--- src/rtl/alu_pipe_pkg.sv ---
// ---------------------------------------------------------------------------
// alu_pipe_pkg : shared width and opcode definitions for the pipelined ALU
// Revision     : 1.0
// ---------------------------------------------------------------------------
`default_nettype none

package alu_pipe_pkg;

  localparam int DATASIZE = 8;
  localparam int OPCODE_W = 3;

  localparam logic [OPCODE_W-1:0] ALU_NAND = 3'd0;
  localparam logic [OPCODE_W-1:0] ALU_ADD  = 3'd1;
  localparam logic [OPCODE_W-1:0] ALU_ADC  = 3'd2;
  localparam logic [OPCODE_W-1:0] ALU_SUB  = 3'd3;
  localparam logic [OPCODE_W-1:0] ALU_AND  = 3'd4;
  localparam logic [OPCODE_W-1:0] ALU_OR   = 3'd5;
  localparam logic [OPCODE_W-1:0] ALU_XOR  = 3'd6;
  localparam logic [OPCODE_W-1:0] ALU_SHL  = 3'd7;

  // Ops whose carry output is remembered for a following ADC.
  function automatic logic writes_cflag(input logic [OPCODE_W-1:0] op);
    return (op == ALU_ADD) || (op == ALU_ADC) || (op == ALU_SUB) || (op == ALU_SHL);
  endfunction

endpackage

`default_nettype wire

--- src/rtl/alu_core.sv ---
// ---------------------------------------------------------------------------
// alu_core : combinational eight-operation ALU with carry and signed overflow
// Revision : 1.0
// ---------------------------------------------------------------------------
`default_nettype none

module alu_core
  import alu_pipe_pkg::*;
#(
  parameter int DW  = DATASIZE,
  parameter int OPW = OPCODE_W
) (
  input  logic [DW-1:0]  a,
  input  logic [DW-1:0]  b,
  input  logic [OPW-1:0] op,
  input  logic           cin,
  output logic [DW-1:0]  z,
  output logic           carry,
  output logic           ovf
);

  logic [DW:0] sum;

  always_comb begin
    sum   = '0;
    z     = '0;
    carry = 1'b0;
    ovf   = 1'b0;
    case (op)
      ALU_NAND: z = ~(a & b);
      ALU_ADD: begin
        sum        = {1'b0, a} + {1'b0, b};
        {carry, z} = sum;
        ovf        = (a[DW-1] == b[DW-1]) && (z[DW-1] != a[DW-1]);
      end
      ALU_ADC: begin
        sum        = {1'b0, a} + {1'b0, b} + {{DW{1'b0}}, cin};
        {carry, z} = sum;
        ovf        = (a[DW-1] == b[DW-1]) && (z[DW-1] != a[DW-1]);
      end
      ALU_SUB: begin
        // carry out of a + ~b + 1 is the "no borrow" indication
        sum        = {1'b0, a} + {1'b0, ~b} + {{DW{1'b0}}, 1'b1};
        {carry, z} = sum;
        ovf        = (a[DW-1] != b[DW-1]) && (z[DW-1] != a[DW-1]);
      end
      ALU_AND: z = a & b;
      ALU_OR:  z = a | b;
      ALU_XOR: z = a ^ b;
      ALU_SHL: begin
        z     = {a[DW-2:0], 1'b0};
        carry = a[DW-1];
      end
      default: z = '0;
    endcase
  end

endmodule

`default_nettype wire

--- src/rtl/alu_pipe.sv ---
// ---------------------------------------------------------------------------
// alu_pipe : two-stage valid/ready pipelined ALU with persistent carry flag
// Revision : 1.0
// ---------------------------------------------------------------------------
`default_nettype none

module alu_pipe
  import alu_pipe_pkg::*;
#(
  parameter int DW  = DATASIZE,
  parameter int OPW = OPCODE_W
) (
  input  logic           clk,
  input  logic           rst_n,
  input  logic           in_valid,
  output logic           in_ready,
  input  logic [DW-1:0]  a,
  input  logic [DW-1:0]  b,
  input  logic [OPW-1:0] op,
  output logic           out_valid,
  input  logic           out_ready,
  output logic [DW-1:0]  z,
  output logic           carry,
  output logic           zero,
  output logic           neg,
  output logic           ovf
);

  logic           a_valid;
  logic [DW-1:0]  a_q;
  logic [DW-1:0]  b_q;
  logic [OPW-1:0] op_q;
  logic           cflag;

  logic           adv_b;
  logic           take_a;
  logic           move_b;
  logic [DW-1:0]  core_z;
  logic           core_carry;
  logic           core_ovf;

  assign adv_b    = ~out_valid | out_ready;
  assign in_ready = ~a_valid | adv_b;
  assign take_a   = in_valid & in_ready;
  assign move_b   = a_valid & adv_b;

  alu_core #(
    .DW  (DW),
    .OPW (OPW)
  ) u_core (
    .a     (a_q),
    .b     (b_q),
    .op    (op_q),
    .cin   (cflag),
    .z     (core_z),
    .carry (core_carry),
    .ovf   (core_ovf)
  );

  // Stage A: operand capture. Draining and refilling in one cycle leaves a_valid set.
  always_ff @(posedge clk or negedge rst_n) begin
    if (!rst_n) begin
      a_valid <= 1'b0;
      a_q     <= '0;
      b_q     <= '0;
      op_q    <= '0;
    end else begin
      if (take_a) begin
        a_valid <= 1'b1;
        a_q     <= a;
        b_q     <= b;
        op_q    <= op;
      end else if (move_b) begin
        a_valid <= 1'b0;
      end
    end
  end

  // Stage B: result registers hold while the consumer stalls.
  always_ff @(posedge clk or negedge rst_n) begin
    if (!rst_n) begin
      out_valid <= 1'b0;
      z         <= '0;
      carry     <= 1'b0;
      zero      <= 1'b0;
      neg       <= 1'b0;
      ovf       <= 1'b0;
      cflag     <= 1'b0;
    end else begin
      if (move_b) begin
        out_valid <= 1'b1;
        z         <= core_z;
        carry     <= core_carry;
        zero      <= ~|core_z;
        neg       <= core_z[DW-1];
        ovf       <= core_ovf;
        if (writes_cflag(op_q)) begin
          cflag <= core_carry;
        end
      end else if (out_ready) begin
        out_valid <= 1'b0;
      end
    end
  end

endmodule

`default_nettype wire
--- config.mk ---
export PLATFORM = sky130hd
export DESIGN_NAME = alu_pipe
export DESIGN_NICKNAME = d
export VERILOG_FILES = /design/src/rtl/alu_pipe_pkg.sv /design/src/rtl/alu_core.sv /design/src/rtl/alu_pipe.sv
export SDC_FILE = /design/constraint.sdc
export NUM_CORES = 1
export LEC_CHECK = 0
export CAP_MARGIN = 10
export CORE_UTILIZATION = 30
export CTS_BUF_LIST = sky130_fd_sc_hd__clkbuf_8
export CTS_CLUSTER_DIAMETER = 80
export DETAILED_ROUTE_END_ITERATION = 8
export PLACE_DENSITY = 0.54
export SLEW_MARGIN = 10
export SYNTH_ARGS = -nofsm -noshare
export SYNTH_HDL_FRONTEND = slang
export SYNTH_SLANG_ARGS = --single-unit
--- constraint.sdc ---
create_clock -name clk -period 2.9 [get_ports clk]
set_input_delay 0.58 -clock clk [delete_from_list [all_inputs] [get_ports clk]]
set_output_delay 0.58 -clock clk [all_outputs]
set_load 0.02 [all_outputs]
==> summary.md, run 1 <==
| Metric | Value |
|---|---|
| Status | finished, final reports clean |
| Final ANT Viol Nets | 0 |
| Req. time, crit path | 3.05 ns |
| EDFF count, synth | 0 |
| Die Span X | 103.1 microns |
| Non-filler instance count after layout | 515 |
| Die Height | 103.1 microns |
| Vias | 2,731 |
| Max cap viols | 0 |
| CTS buffer count | 5 |
| Post-layout min period | 2.848 ns |
| Count leader, synth | dfrtp_1 |
| CTS tree | done |
| CTS Hold Buffers Added | 0 |
| CP Launch Type | register |
| # DRC | 0 |
| Port Buf Inserts | 36 |
| Syn. warnings | 0 |
| Class of the worst hold path | register to register |
| Slew HR | 48.61% |
| Setup-failing EPs final | 0 |
| Final Net Count | 432 |
| Post-Syn Area | 3065 sq um |
| DP Cell Count | 503 |
| Initial Utilization | 31.22% |
| Number of global-route vias before repair | 2,556 |
| HPWL after DPL | 6320 microns |
| Clk slew on worst S/H paths | 0.08 ns |
| Final worst-path cycle share | 98.21% |
| Htree depth | 2 |
| Clock Root Buffer | clkbuf_8 |
| Via density per instance | 5.303 |
| Worst-Margin Slew | 0.7709 ns |
| Max FO, Critical Path | 3 |
| Total GRT Usage | 16.34% |
| Placer Congestion | 0.8872 |
| Leakage | 0.001575 uW |
| Clock buffer depth | 2 |
| Full die area | 10,630 sq um |
| Pwr/cell area | 687.6 nW/um^2 |
| WL/cell | 15.95 microns |
| Antenna Cells | 0 |
| Gate count of the mapped netlist | 333 |
| Initial DRC Count | 278 |
| Final slew viol count | 0 |
| Drt pass-1 iters | 5 |
| Initial antenna violation count | 0 |
| CTS sink cnt | 33 |
| Final setup skew | 0.01123 ns |
| Global-route wire length before repair | 13,340 microns |
| Max Fclk | 351.1 MHz |
| Post-synth top area share | 26.94% |
| Final-report hold violation count | 0 |
| Data arrival, critical path | 3.00 ns |
| Core ar. | 9819 sq um |
| RSZ-0062 raised after global routing | yes |
| DRT Wirelength | 8214 microns |
| Async set-reset flop share out of synthesis | 100.0% |
| Synth cell types | 67 |
| Worst-skew pair later-pin latency | 0.29 ns |
| Most used DFF post-synth | dfrtp_1 |
| Worst Setup End Kind | register |
| Syn Nets | 384 |
| Area leader, netlist | dfrtp_1 |
| Sequential area share after synthesis | 26.94% |
| Layout area overhead | 25.06% |
| Std cell rows | 36 |
| Layout cell share with drive strength beyond 1 | 24.35% |
| Avg Cell Area, Syn | 9.206 sq um |
| Largest net degree at the start of global routing | 34 |
| Maximum VDD drop | 0.0004947 V |
| Top post-synthesis cells by count | dfrtp_1, mux2_2, ha_1 |
| Critical path type | register to register |
| GR Overflow Total | 0 |
| Number of I/O pins | 37 |
| Yosys reg bits | 33 |
| Post-route core utilization | 39.04% |
| Synth area leaders | dfrtp_1, ha_1, mux2_2, o21ai_0, inv_1 |
## logic make-up (layout without fill, tap and decap cells)
kind of cell / after synthesis / after routing / synth area share [%]
AO/OA/AOI/OAI: 88 / 88 / 21.67
XOR/XNOR: 16 / 16 / 5.265
adder cells (fa/ha/maj): 28 / 28 / 11.92
buffers and inverters: 45 / 94 / 6.776
flip-flops: 33 / 33 / 26.94
multiplexers: 33 / 33 / 12.33
AND/OR/NAND/NOR: 90 / 90 / 15.10
## cell type report
class / count / area [sq um]
multi-input cells: 255 / 2113
clock buffers: 5 / 68.82
inverters: 25 / 93.84
flip-flops and latches: 33 / 825.8
clock inverters: 3 / 17.52
well taps: 133 / 166.4
fillers: 1030 / 5986
repair buffers: 61 / 548.0
## placed cells by master, fill, tap and decap left out, types with 3 or more instances in the layout
| master | count |
|---|---|
| a21oi_1 | 11 |
| clkdlybuf4s50_1 | 36 |
| nor3b_1 | 3 |
| o21ai_0 | 17 |
| inv_1 | 25 |
| a31oi_1 | 5 |
| or2_2 | 3 |
| xnor2_1 | 8 |
| dfrtp_1 | 33 |
| and2_1 | 3 |
| nand2_1 | 22 |
| a221oi_1 | 3 |
| mux2i_1 | 4 |
| o21ba_2 | 3 |
| a211oi_2 | 3 |
| nor4_1 | 3 |
| nor2_1 | 22 |
| nor3_1 | 7 |
| o211ai_1 | 3 |
| nand3_1 | 8 |
| o21ai_1 | 3 |
| buf_4 | 25 |
| o21bai_1 | 3 |
| nand2b_1 | 6 |
| ha_1 | 24 |
| mux2_2 | 28 |
| xor2_1 | 5 |
| o22ai_1 | 4 |
| clkbuf_8 | 5 |
| a211oi_1 | 7 |
## power breakdown
part	internal [uW]	total, uW	switching [uW]
Clock	166	347	181
Combinational	760	1610	847
Sequential	566	682	115
## final timing paths
path | endpoint | depth (start not counted) | slack [ns] | start
hold / removal | ovf | 2 | 0.50 | ovf
setup / recovery | carry | 9 | 0.05 | b_q[0]
max in group asynchronous | a_q[2] | 2 | 1.89 | rst_n
setup reg to reg | carry | 9 | 0.05 | b_q[0]
hold reg to reg | ovf | 2 | 0.50 | ovf
min in group asynchronous | a_q[6] | 2 | 0.69 | rst_n
## stage by stage
step / cell area (sq um) / hold slack [ns] / TNS, ns / worst slack, ns / power [uW]
3_5_place_dp: 3636 / 0.4793 / 0 / 0.001994 / 2209
2_1_floorplan: 3065 / 0.2844 / 0 / 0.1556 / 1723
6_report: 3834 / 0.5014 / 0 / 0.05195 / 2636
5_1_grt: 3834 / 0.5427 / -0.1574 / -0.05035 / 2823
4_1_cts: 3744 / 0.5130 / 0 / 0.02230 / 2584
3_3_place_gp: 3636 / 0.4905 / 0 / 0.07693 / 2205
## worst max-delay path: stages, from the launching register on
cell	delay (ns)
dfrtp_1	0.42
ha_4	0.18
fa_2	0.45
a211oi_4	0.25
o21ai_2	0.13
a221oi_4	0.29
nand4_1	0.20
or2_1	0.30
a2111oi_4	0.34
a41oi_2	0.15
## metal layers
layer,vias up,track usage (%),share of wire (%)
li1,1305,-,-
met1,1315,23.44,48
met2,91,25.28,45
met3,20,2.034,4.0
met4,0,5.525,2.3
met5,-,0,0
## flip-flops by register name, indices dropped and copies added, names as in the netlist
name	cells
zero	1
cflag	1
a_q	8
b_q	8
a_valid	1
ovf	1
out_valid	1
carry	1
op_q	3
z	8
## timing repair
item	CTS	global route
setup buffers	0	4
endpoints found under the setup margin	1	6
pin swaps	1	7
gates cloned	0	0
resized for setup	3	13
Note: power is estimated with default switching activity, not from simulation.
==> run 2, diff against run 1 <==
Settings changed: PLACE_DENSITY 0.54 to not set.
==> summary.md, run 2 (synthesis gave the netlist of run 1 again) <==
| Metric | Value |
|---|---|
| GR Overflow Total | 0 |
| Critical path, cell by cell | ha_2, fa_2, a211oi_2, o21ai_2, a221oi_4, nand4_1, or2_1, a2111oi_4, a41oi_1 |
| Final slew viol count | 0 |
| Maximum VDD drop | 0.0004102 V |
| Global-route wire length before repair | 13,990 microns |
| Data arrival, critical path | 3.02 ns |
| Setup slack, reg-to-reg | 0.03 ns |
| Max cap viols | 0 |
| Req. time, crit path | 3.05 ns |
| FF-to-FF path depth | 9 |
| Biggest registers after layout | a_q (8), b_q (8), z (8) |
| Full die area | 10,630 sq um |
| Critical path startpoint | b_q[0] |
| Layout cell share with drive strength beyond 1 | 23.34% |
| Sw frac | 42.17% |
| CP max stage delay | 0.44 ns |
| Die Height | 103.1 microns |
| Clk slew on worst S/H paths | 0.07 ns |
| Initial antenna violation count | 0 |
| TNS Setup | 0 ns |
| Internal | 1579 uW |
| Setup crit end | carry |
| Number of global-route vias before repair | 2,779 |
| Initial DRC Count | 270 |
| Total GRT Usage | 16.90% |
| WP buf/inv | 0 |
| P_sw | 1152 uW |
| Seq pwr share | 25.0% |
| CTS buffer count | 5 |
| Final setup skew | 0.008662 ns |
| Post-route core utilization | 39.05% |
| Logic pwr share | 58.1% |
| Std cell rows | 36 |
| CP Launch Type | register |
| Clock power frac | 16.9% |
| Reg2reg end | carry |
| Post-layout min period | 2.872 ns |
| Clock buffer depth | 2 |
| Status | finished, final reports clean |
| Port Buf Inserts | 36 |
| CP top delay family | compound AO/OA/AOI/OAI gates |
| Critical path type | register to register |
| Max FO, Critical Path | 3 |
| Worst-skew pair later-pin latency | 0.29 ns |
| Design area | 3835 sq um |
| Commonest non-fill, non-tap cell in the layout | clkdlybuf4s50_1 |
| HPWL after DPL | 6131 microns |
| Class of the worst hold path | register to register |
| Pwr/cell area | 712.2 nW/um^2 |
| Final ANT Viol Nets | 0 |
| Via density per instance | 5.292 |
| Layout area overhead | 25.10% |
| Antenna Cells | 0 |
| Initial Utilization | 31.22% |
| Area after DPL | 3598 sq um |
| Slew HR | 51.80% |
| Setup-failing EPs final | 0 |
| Die Span X | 103.1 microns |
| Worst-Margin Slew | 0.7230 ns |
| Final Net Count | 427 |
| Core ar. | 9819 sq um |
| Final-report hold violation count | 0 |
| Most frequent cells in the layout | clkdlybuf4s50_1, dfrtp_1, mux2_2, inv_1, ha_1 |
| Largest net degree at the start of global routing | 34 |
| R2R Path Start | b_q[0] |
| Placer Congestion | 0.8879 |
| Clock Root Buffer | clkbuf_8 |
| Max Fclk | 348.2 MHz |
| Final worst-path cycle share | 99.04% |
| Drt pass-1 iters | 4 |
| CTS tree | done |
| RSZ-0062 raised after global routing | yes |
| # DRC | 0 |
| Setup WS pre-CTS | 0.003493 ns |
| Worst Setup End Kind | register |
| Number of I/O pins | 37 |
| Htree depth | 2 |
| DRT Wirelength | 8159 microns |
| WL/cell | 16.00 microns |
| Final setup margin | 0.02779 ns |
| Slowest stage cell, crit path | fa_2 |
| # fillers | 1,021 |
| Crit. path cell count | 9 |
| Vias | 2,699 |
| CTS sink cnt | 33 |
| Leakage | 0.001563 uW |
-- run 2: what timing repair did --
| action | 4_1_cts | 5_1_grt |
|---|---|---|
| buffers inserted | 0 | 4 |
| setup endpoints to repair | 1 | 7 |
| hold buffers | 0 | 0 |
| pin swaps | 0 | 8 |
| endpoints found under the hold margin | 0 | 0 |
| gates resized for setup | 2 | 13 |
-- run 2: layout make-up --
cell class              instances  area, sq um  area share (%)
multi-input cells             255         2118           55.24
flip-flops and latches         33        825.8           21.53
repair buffers                 56        510.5           13.31
well taps                     133        166.4           4.339
inverters                      25        93.84           2.447
clock buffers                   6        82.58           2.153
clock inverters                 2        37.54          0.9788
-- run 2: worst min path at each step --
stage | start | to | slack, ns | depth (start not counted)
5_1_grt | zero | zero | 0.53 | 2
3_5_place_dp | zero | zero | 0.47 | 2
6_report | zero | zero | 0.49 | 2
2_1_floorplan | rst_n | a_q[0] | 0.28 | 0
4_1_cts | zero | zero | 0.49 | 2
3_3_place_gp | z[4] | z[4] | 0.48 | 2
-- run 2: per-stage QoR --
| stage | total power (uW) | hold WS, ns | instances |
|---|---|---|---|
| 2_1_floorplan | 1723 | 0.2844 | 333 |
| 3_3_place_gp | 2154 | 0.4754 | 498 |
| 3_5_place_dp | 2171 | 0.4725 | 498 |
| 4_1_cts | 2654 | 0.4941 | 506 |
| 5_1_grt | 2922 | 0.5282 | 510 |
| 6_report | 2731 | 0.4901 | 510 |
-- run 2: worst reg2reg max path: stages (launching register included) --
cell,delay [ns]
dfrtp_1,0.41
ha_2,0.20
fa_2,0.44
a211oi_2,0.30
o21ai_2,0.12
a221oi_4,0.28
nand4_1,0.15
or2_1,0.29
a2111oi_4,0.38
a41oi_1,0.15
-- run 2: power by group through the flow --
| stage | clock network, uW | logic [uW] | registers, uW |
|---|---|---|---|
| 5_1_grt | 487 | 1730 | 702 |
| 6_report | 462 | 1590 | 682 |
| 3_5_place_dp | 0 | 1480 | 689 |
| 4_1_cts | 472 | 1500 | 681 |
| 2_1_floorplan | 0 | 1000 | 722 |
| 3_3_place_gp | 0 | 1470 | 683 |
-- run 2: routing by layer --
layer  track usage (%)  wire length [microns]  vias up
li1                  -                      -     1285
met1             22.16                   3568     1319
met2             28.56                   4043       87
met3             2.576                    446        8
met4             5.309                    100        0
met5                 0                      0        -
